## src/rtl/gesture_beep_ctrl.sv

```systemverilog
// Turns one-cycle PAJ7620 gesture reports into a held beeper event code followed
// by a cooldown gap, and counts reports that are discarded.
module gesture_beep_ctrl #(
  parameter int unsigned CLK_FREQ = 50_000_000,
  parameter int unsigned HOLD_CYC = 10_000_000,
  parameter int unsigned COOL_CYC = 5_000_000
) (
  input  logic       clk,
  input  logic       rstn,
  input  logic [8:0] gesture_data,
  input  logic       gesture_vld,
  output logic [2:0] flag_beep,
  output logic       busy,
  output logic       reject,
  output logic [7:0] reject_cnt
);

  localparam int unsigned CNT_W  = 24;
  localparam int unsigned CODE_W = 3;
  localparam int unsigned RCNT_W = 8;

  // CLK_FREQ only documents the timing; a zero frequency is meaningless, so it
  // falls back to the shortest legal limit.
  localparam logic [CNT_W-1:0] HOLD_LIM = (CLK_FREQ != 0) ? CNT_W'(HOLD_CYC) : CNT_W'(1);
  localparam logic [CNT_W-1:0] COOL_LIM = (CLK_FREQ != 0) ? CNT_W'(COOL_CYC) : CNT_W'(1);
  localparam logic [RCNT_W-1:0] RCNT_MAX = '1;

  typedef enum logic [1:0] {
    IDLE = 2'd0,
    HOLD = 2'd1,
    COOL = 2'd2
  } state_t;

  state_t              r_state;
  state_t              w_state_nxt;
  logic [CNT_W-1:0]    r_cnt;
  logic [CNT_W-1:0]    w_cnt_nxt;
  logic [CODE_W-1:0]   w_code;
  logic                w_accept;
  logic [CODE_W-1:0]   w_flag_nxt;
  logic                w_busy_nxt;
  logic                w_reject_nxt;
  logic [RCNT_W-1:0]   w_rcnt_nxt;

  // One-hot gesture word to event code; zero marks an invalid report.
  always_comb begin
    w_code = '0;
    case (gesture_data)
      9'h001:                 w_code = 3'd1;
      9'h002:                 w_code = 3'd2;
      9'h004:                 w_code = 3'd3;
      9'h008:                 w_code = 3'd4;
      9'h010:                 w_code = 3'd5;
      9'h020:                 w_code = 3'd6;
      9'h040, 9'h080, 9'h100: w_code = 3'd7;
      default:                w_code = '0;
    endcase
  end

  assign w_accept = gesture_vld && (r_state == IDLE) && (w_code != '0);

  always_ff @(posedge clk) begin
    if (!rstn) begin
      r_state <= IDLE;
      r_cnt   <= '0;
    end else begin
      r_state <= w_state_nxt;
      r_cnt   <= w_cnt_nxt;
    end
  end

  always_comb begin
    w_state_nxt = r_state;
    w_cnt_nxt   = r_cnt;
    case (r_state)
      IDLE: begin
        if (w_accept) begin
          w_state_nxt = HOLD;
          w_cnt_nxt   = CNT_W'(1);
        end
      end
      HOLD: begin
        if (r_cnt == HOLD_LIM) begin
          w_state_nxt = COOL;
          w_cnt_nxt   = CNT_W'(1);
        end else begin
          w_cnt_nxt = r_cnt + CNT_W'(1);
        end
      end
      COOL: begin
        if (r_cnt == COOL_LIM) begin
          w_state_nxt = IDLE;
          w_cnt_nxt   = '0;
        end else begin
          w_cnt_nxt = r_cnt + CNT_W'(1);
        end
      end
      default: begin
        w_state_nxt = IDLE;
        w_cnt_nxt   = '0;
      end
    endcase
  end

  // Next values of the registered outputs; the code is latched only on acceptance.
  always_comb begin
    w_flag_nxt   = '0;
    w_busy_nxt   = (w_state_nxt != IDLE);
    w_reject_nxt = gesture_vld && !w_accept;
    w_rcnt_nxt   = reject_cnt;
    if (w_state_nxt == HOLD) begin
      w_flag_nxt = (r_state == IDLE) ? w_code : flag_beep;
    end
    if (w_reject_nxt && (reject_cnt != RCNT_MAX)) begin
      w_rcnt_nxt = reject_cnt + RCNT_W'(1);
    end
  end

  always_ff @(posedge clk) begin
    if (!rstn) begin
      flag_beep  <= '0;
      busy       <= 1'b0;
      reject     <= 1'b0;
      reject_cnt <= '0;
    end else begin
      flag_beep  <= w_flag_nxt;
      busy       <= w_busy_nxt;
      reject     <= w_reject_nxt;
      reject_cnt <= w_rcnt_nxt;
    end
  end

endmodule

```

## config.mk

```make
export PLATFORM = sky130hd
export DESIGN_NAME = gesture_beep_ctrl
export DESIGN_NICKNAME = d
export VERILOG_FILES = /design/src/rtl/gesture_beep_ctrl.sv
export SDC_FILE = /design/constraint.sdc
export NUM_CORES = 1
export LEC_CHECK = 0
export CAP_MARGIN = 25
export CORE_ASPECT_RATIO = 0.5
export CORE_MARGIN = 4
export CORE_UTILIZATION = 56
export CTS_CLUSTER_SIZE = 25
export DETAILED_ROUTE_END_ITERATION = 12
export MAX_ROUTING_LAYER = met4
export PLACE_DENSITY = 0.79
export SYNTH_ARGS = -nofsm -noshare
export SYNTH_HDL_FRONTEND = slang
export SYNTH_SLANG_ARGS = --single-unit
```

## constraint.sdc

```tcl
create_clock -name clk -period 3.37 [get_ports clk]
set_input_delay 0.674 -clock clk [delete_from_list [all_inputs] [get_ports clk]]
set_output_delay 0.674 -clock clk [all_outputs]
set_load 0.02 [all_outputs]
```

==> flow_summary.rst, run 1 <==
.. list-table::
   :header-rows: 1

   * - Metric
     - Value
   * - Root buffer selected by CTS
     - sky130_fd_sc_hd__clkbuf_8
   * - Worst-path cell chain
     - clkdlybuf4s50_1 > inv_2 > or4_4 > a2111oi_4 > o31ai_4 > buf_4 > a2111oi_2 > xnor2_1 > nor2_1
   * - Area Overhead vs Synth
     - 21.0%
   * - Count of yosys warnings during synthesis
     - 0
   * - Count of final max-slew check failures
     - 0
   * - DRC violation count after routing
     - 0
   * - Die outline area
     - slightly above 0.005 sq mm
   * - Post-synth top area share
     - 0.345
   * - Portion of the post-synthesis area used by sequential elements
     - 0.345
   * - Element type at the critical path end
     - flip-flop
   * - Number of enable flip-flop cells after synthesis
     - 0
   * - Count of buffering cells on the critical path with inverters included
     - 3
   * - Clock slew seen by the registers of the worst setup and hold paths
     - around 0.08 ns
   * - Max-cap violation count
     - 0
   * - Clock tree from TritonCTS
     - done
   * - Synthesized Nets
     - ~280
   * - Number of levels in the clock H-tree
     - 2
   * - Standard cell area after detailed placement
     - roughly 0.0026 sq mm
   * - Die width
     - 97.9 um
   * - Ratio of cells with drive above 1 in the final layout
     - 0.142
   * - Worst reg2reg path depth
     - 7
   * - Mean cell area of the mapped netlist
     - approximately 8.7 sq um
   * - Slowest cell on crit path
     - sky130_fd_sc_hd__or4_4
   * - RSZ-0062 raised after global routing
     - no
   * - Hold violation count in the final report
     - 0
   * - Final nets
     - a little over 300
   * - Hold Path Cell Cnt
     - 2
   * - Largest area contributor in the netlist
     - sky130_fd_sc_hd__dfxtp_1
   * - Half-perimeter wire length after detailed placement
     - between 3000 and 4000 um
   * - Crit Path Category
     - input port to flip-flop
   * - Data arrival time at the worst-slack endpoint
     - between 3 and 4 ns
   * - Syn Inst Count
     - 261
   * - Via/cell ratio
     - between 5 and 6
   * - Highest cell delay on the worst timing path
     - 0.55 ns
   * - Actual transition at the worst max-transition pin
     - between 0.8 and 0.9 ns
   * - Startpoint of the most critical setup path
     - gesture_data[5]
   * - Design Area, Final
     - 0.00274 sq mm
   * - Largest buffer count on any clock path
     - 2
   * - Number of distinct standard cells referenced by the synthesized netlist
     - 52
   * - Final Power
     - approximately 0.94 mW
   * - Post-detailed-route count of antenna-violating nets
     - 0
   * - Worst EP required
     - 3.55 ns
   * - First-pass GRT wire length
     - around 9000 um
   * - Final worst path period need
     - a little over 3 ns
   * - Initial antenna violation count
     - 0
   * - PostCTS Resize Cnt
     - 0
   * - Largest net degree at the start of global routing
     - 22
   * - Cts bufs inserted
     - 5
   * - Class of the tightest hold or removal check
     - flip-flop to flip-flop
   * - Net Sw Power
     - about 0.22 mW
   * - Critical R2R Capture
     - r_cnt[12]
   * - Final number of setup-violating endpoints
     - 0
   * - Post-synth ARST share
     - 0
   * - Worst setup path endpoint
     - r_cnt[14]
   * - Share of power burned in the clock network
     - 0.416
   * - ANT cells
     - 0
   * - Clock network latency to the later pin of the worst-skew pair
     - 0.29 ns
   * - Fmax
     - 322 MHz
   * - Total power density per cell area
     - 345 mW/mm^2
   * - Pre-antenna DRT Iters
     - 4
   * - Filler cell count
     - ~300
   * - Combined area of all synthesized cells
     - between 0.002 and 0.0025 sq mm
   * - Clk_skew
     - between 0.009 and 0.01 ns
   * - Switching power as a share of total power
     - 0.234
   * - Number of vias in the routed layout
     - 2052
   * - Starting density of the core
     - 0.618
   * - Static leakage power
     - 0.837 nW
   * - Biggest area contributors in the synthesized netlist
     - sky130_fd_sc_hd__dfxtp_1, sky130_fd_sc_hd__xnor2_1, sky130_fd_sc_hd__a2111oi_2
   * - Outcome
     - complete, no violations
   * - Register bit count reported by yosys
     - 39
   * - Via count of the first global-routing pass
     - 1970
   * - Reg-to-reg critical path startpoint
     - r_cnt[13]
   * - Filler-free cell count of the finished design
     - approximately 350
   * - RD Place Congestion
     - just under 0.9
   * - Core ar.
     - ~0.0037 sq mm
   * - IR Drop Worst-Case VDD
     - roughly 0.27 mV
   * - GRT Util Overall
     - 0.219
   * - Worst max-slew margin expressed relative to the limit
     - 0.460
   * - Internal
     - a little over 0.7 mW
   * - Most used DFF post-synth
     - sky130_fd_sc_hd__dfxtp_1
   * - Critical path peak fanout
     - 12
   * - Critical path startpoint category
     - input port
   * - Std-Cell Rows
     - 15
   * - Sinks on Clock Net
     - 39
   * - Routed len/inst
     - between 10 and 15 um
   * - Cell count along the critical path
     - 9
   * - Y dimension of the die
     - 52.9 um
   * - Number of buffers added to fix hold violations after cts
     - 0
   * - Violation count after the first detailed-route iteration
     - 88
   * - Relative contribution of combinational cells to total power
     - 0.085
   * - Remaining global-route overflow
     - 0
   * - Total wirelength of the detailed-routed design
     - just over 5000 um
   * - IO Count
     - 25
   * - Post-route fraction of the period consumed by the critical path
     - 0.920
   * - Register-to-register setup slack
     - 1.00 ns
   * - I/O Buffers
     - 24
   * - DP Cell Count
     - approximately 340
   * - Number of buffers inserted to repair setup after CTS
     - 0
   * - Part of the power in registers
     - 0.499
   * - Top Family by Delay on Critical Path
     - compound AO/OA/AOI/OAI gates
[worst min-delay path: stages, from the launching register on]
cell,delay (ns)
sky130_fd_sc_hd__dfxtp_1,0.33
sky130_fd_sc_hd__nand2_1,0.06
sky130_fd_sc_hd__a21oi_1,0.05
[placed cells by master, fill, tap and decap left out, types with 5 or more instances in the layout]
cell type,instances
sky130_fd_sc_hd__nor2_1,34
sky130_fd_sc_hd__inv_1,13
sky130_fd_sc_hd__nand3_1,14
sky130_fd_sc_hd__nor4_1,5
sky130_fd_sc_hd__dfxtp_1,39
sky130_fd_sc_hd__nor3_1,9
sky130_fd_sc_hd__a21oi_1,10
sky130_fd_sc_hd__nand4_1,6
sky130_fd_sc_hd__a2111oi_2,9
sky130_fd_sc_hd__o21ai_0,9
sky130_fd_sc_hd__xnor2_1,24
sky130_fd_sc_hd__clkdlybuf4s50_1,24
sky130_fd_sc_hd__nand2_1,19
sky130_fd_sc_hd__clkbuf_8,5
sky130_fd_sc_hd__buf_4,12
[worst min-delay path by stage]
| stage | start | end | slack (ns) |
|---|---|---|---|
| final | flag_beep[2] | flag_beep[2] | 0.48 |
| after global routing | flag_beep[2] | flag_beep[2] | 0.50 |
| after CTS | flag_beep[2] | flag_beep[2] | 0.47 |
| after detailed placement | flag_beep[2] | flag_beep[2] | 0.46 |
| after global placement | flag_beep[2] | flag_beep[2] | 0.46 |
| after floorplan | r_cnt[5] | r_cnt[5] | 0.45 |
[kinds of logic after synthesis]
group,after synthesis,synth area share
simple gates,110,0.247
compound gates,58,0.242
flops,39,0.345
xor+xnor,26,0.101
buf+inv,24,0.0437
fa+ha+maj,3,0.0166
mux,1,0.00443
[per-stage QoR]
stage / setup TNS, ns / setup slack [ns] / utilization / hold slack [ns]
4_1_cts: 0 / 0.260 / 0.748 / 0.473
2_1_floorplan: 0 / 0.762 / - / 0.448
6_report: 0 / 0.268 / 0.748 / 0.476
3_5_place_dp: -0.0321 / -0.0293 / 0.717 / 0.462
5_1_grt: 0 / 0.164 / 0.748 / 0.502
3_3_place_gp: 0 / 0.0515 / 0.717 / 0.460
[power by group through the flow]
stage               Sequential, mW  Clock, mW  Combinational, mW
finish                       0.471      0.393             0.0803
global route                 0.472      0.419             0.0878
CTS                          0.471      0.397             0.0799
detailed placement           0.482          0             0.0793
global placement             0.482          0             0.0773
floorplan                    0.485          0             0.0330
[registers in the layout, indices dropped and copies added (netlist names)]
register / flops
reject_cnt: 8
reject: 1
r_state: 2
busy: 1
r_cnt: 24
flag_beep: 3
[layout make-up]
class | instances | area (sq um) | share of cell area
inverter | 15 | 56.3 | 0.0206
multi-input combinational | 198 | 1390 | 0.509
clock inverter | 3 | 43.8 | 0.0160
clock buffer | 5 | 68.8 | 0.0251
timing repair buffer | 36 | 330 | 0.121
sequential | 39 | 781 | 0.285
tap | 51 | 63.8 | 0.0233
[layer usage]
layer,up-vias,track usage,routed length (um)
met2,52,0.378,2400
li1,1020,-,-
met3,8,0.0579,288
met1,972,0.258,2450
met4,0,0.0644,47
met5,-,-,0
[cells in the mapped netlist (all sizes together) (2+ instances only)]
library cell / instances
nand4: 6
o211ai: 4
a2111oi: 14
a311oi: 2
and3: 3
clkbuf: 5
or4: 2
a31oi: 2
xnor2: 24
nor3: 9
a21oi: 10
xor2: 2
ha: 3
nand3: 14
inv: 14
nor2b: 3
nor3b: 3
a211oi: 4
nor4: 6
buf: 4
nor4b: 2
nor2: 35
nand2: 19
o21ai: 12
dfxtp: 39
or2: 2
Power figures use the tool's default switching activity.
==> inputs of run 2 (changes only) <==
--- a/config.mk
+++ b/config.mk
@@ -11,6 +11,7 @@
 export CORE_UTILIZATION = 56
 export CTS_CLUSTER_SIZE = 25
 export DETAILED_ROUTE_END_ITERATION = 12
+export HOLD_SLACK_MARGIN = 0.02
 export MAX_ROUTING_LAYER = met4
 export PLACE_DENSITY = 0.79
 export SYNTH_ARGS = -nofsm -noshare
==> results of run 2 <==
Final layout, timing and power as in run 1 (identical DEF).
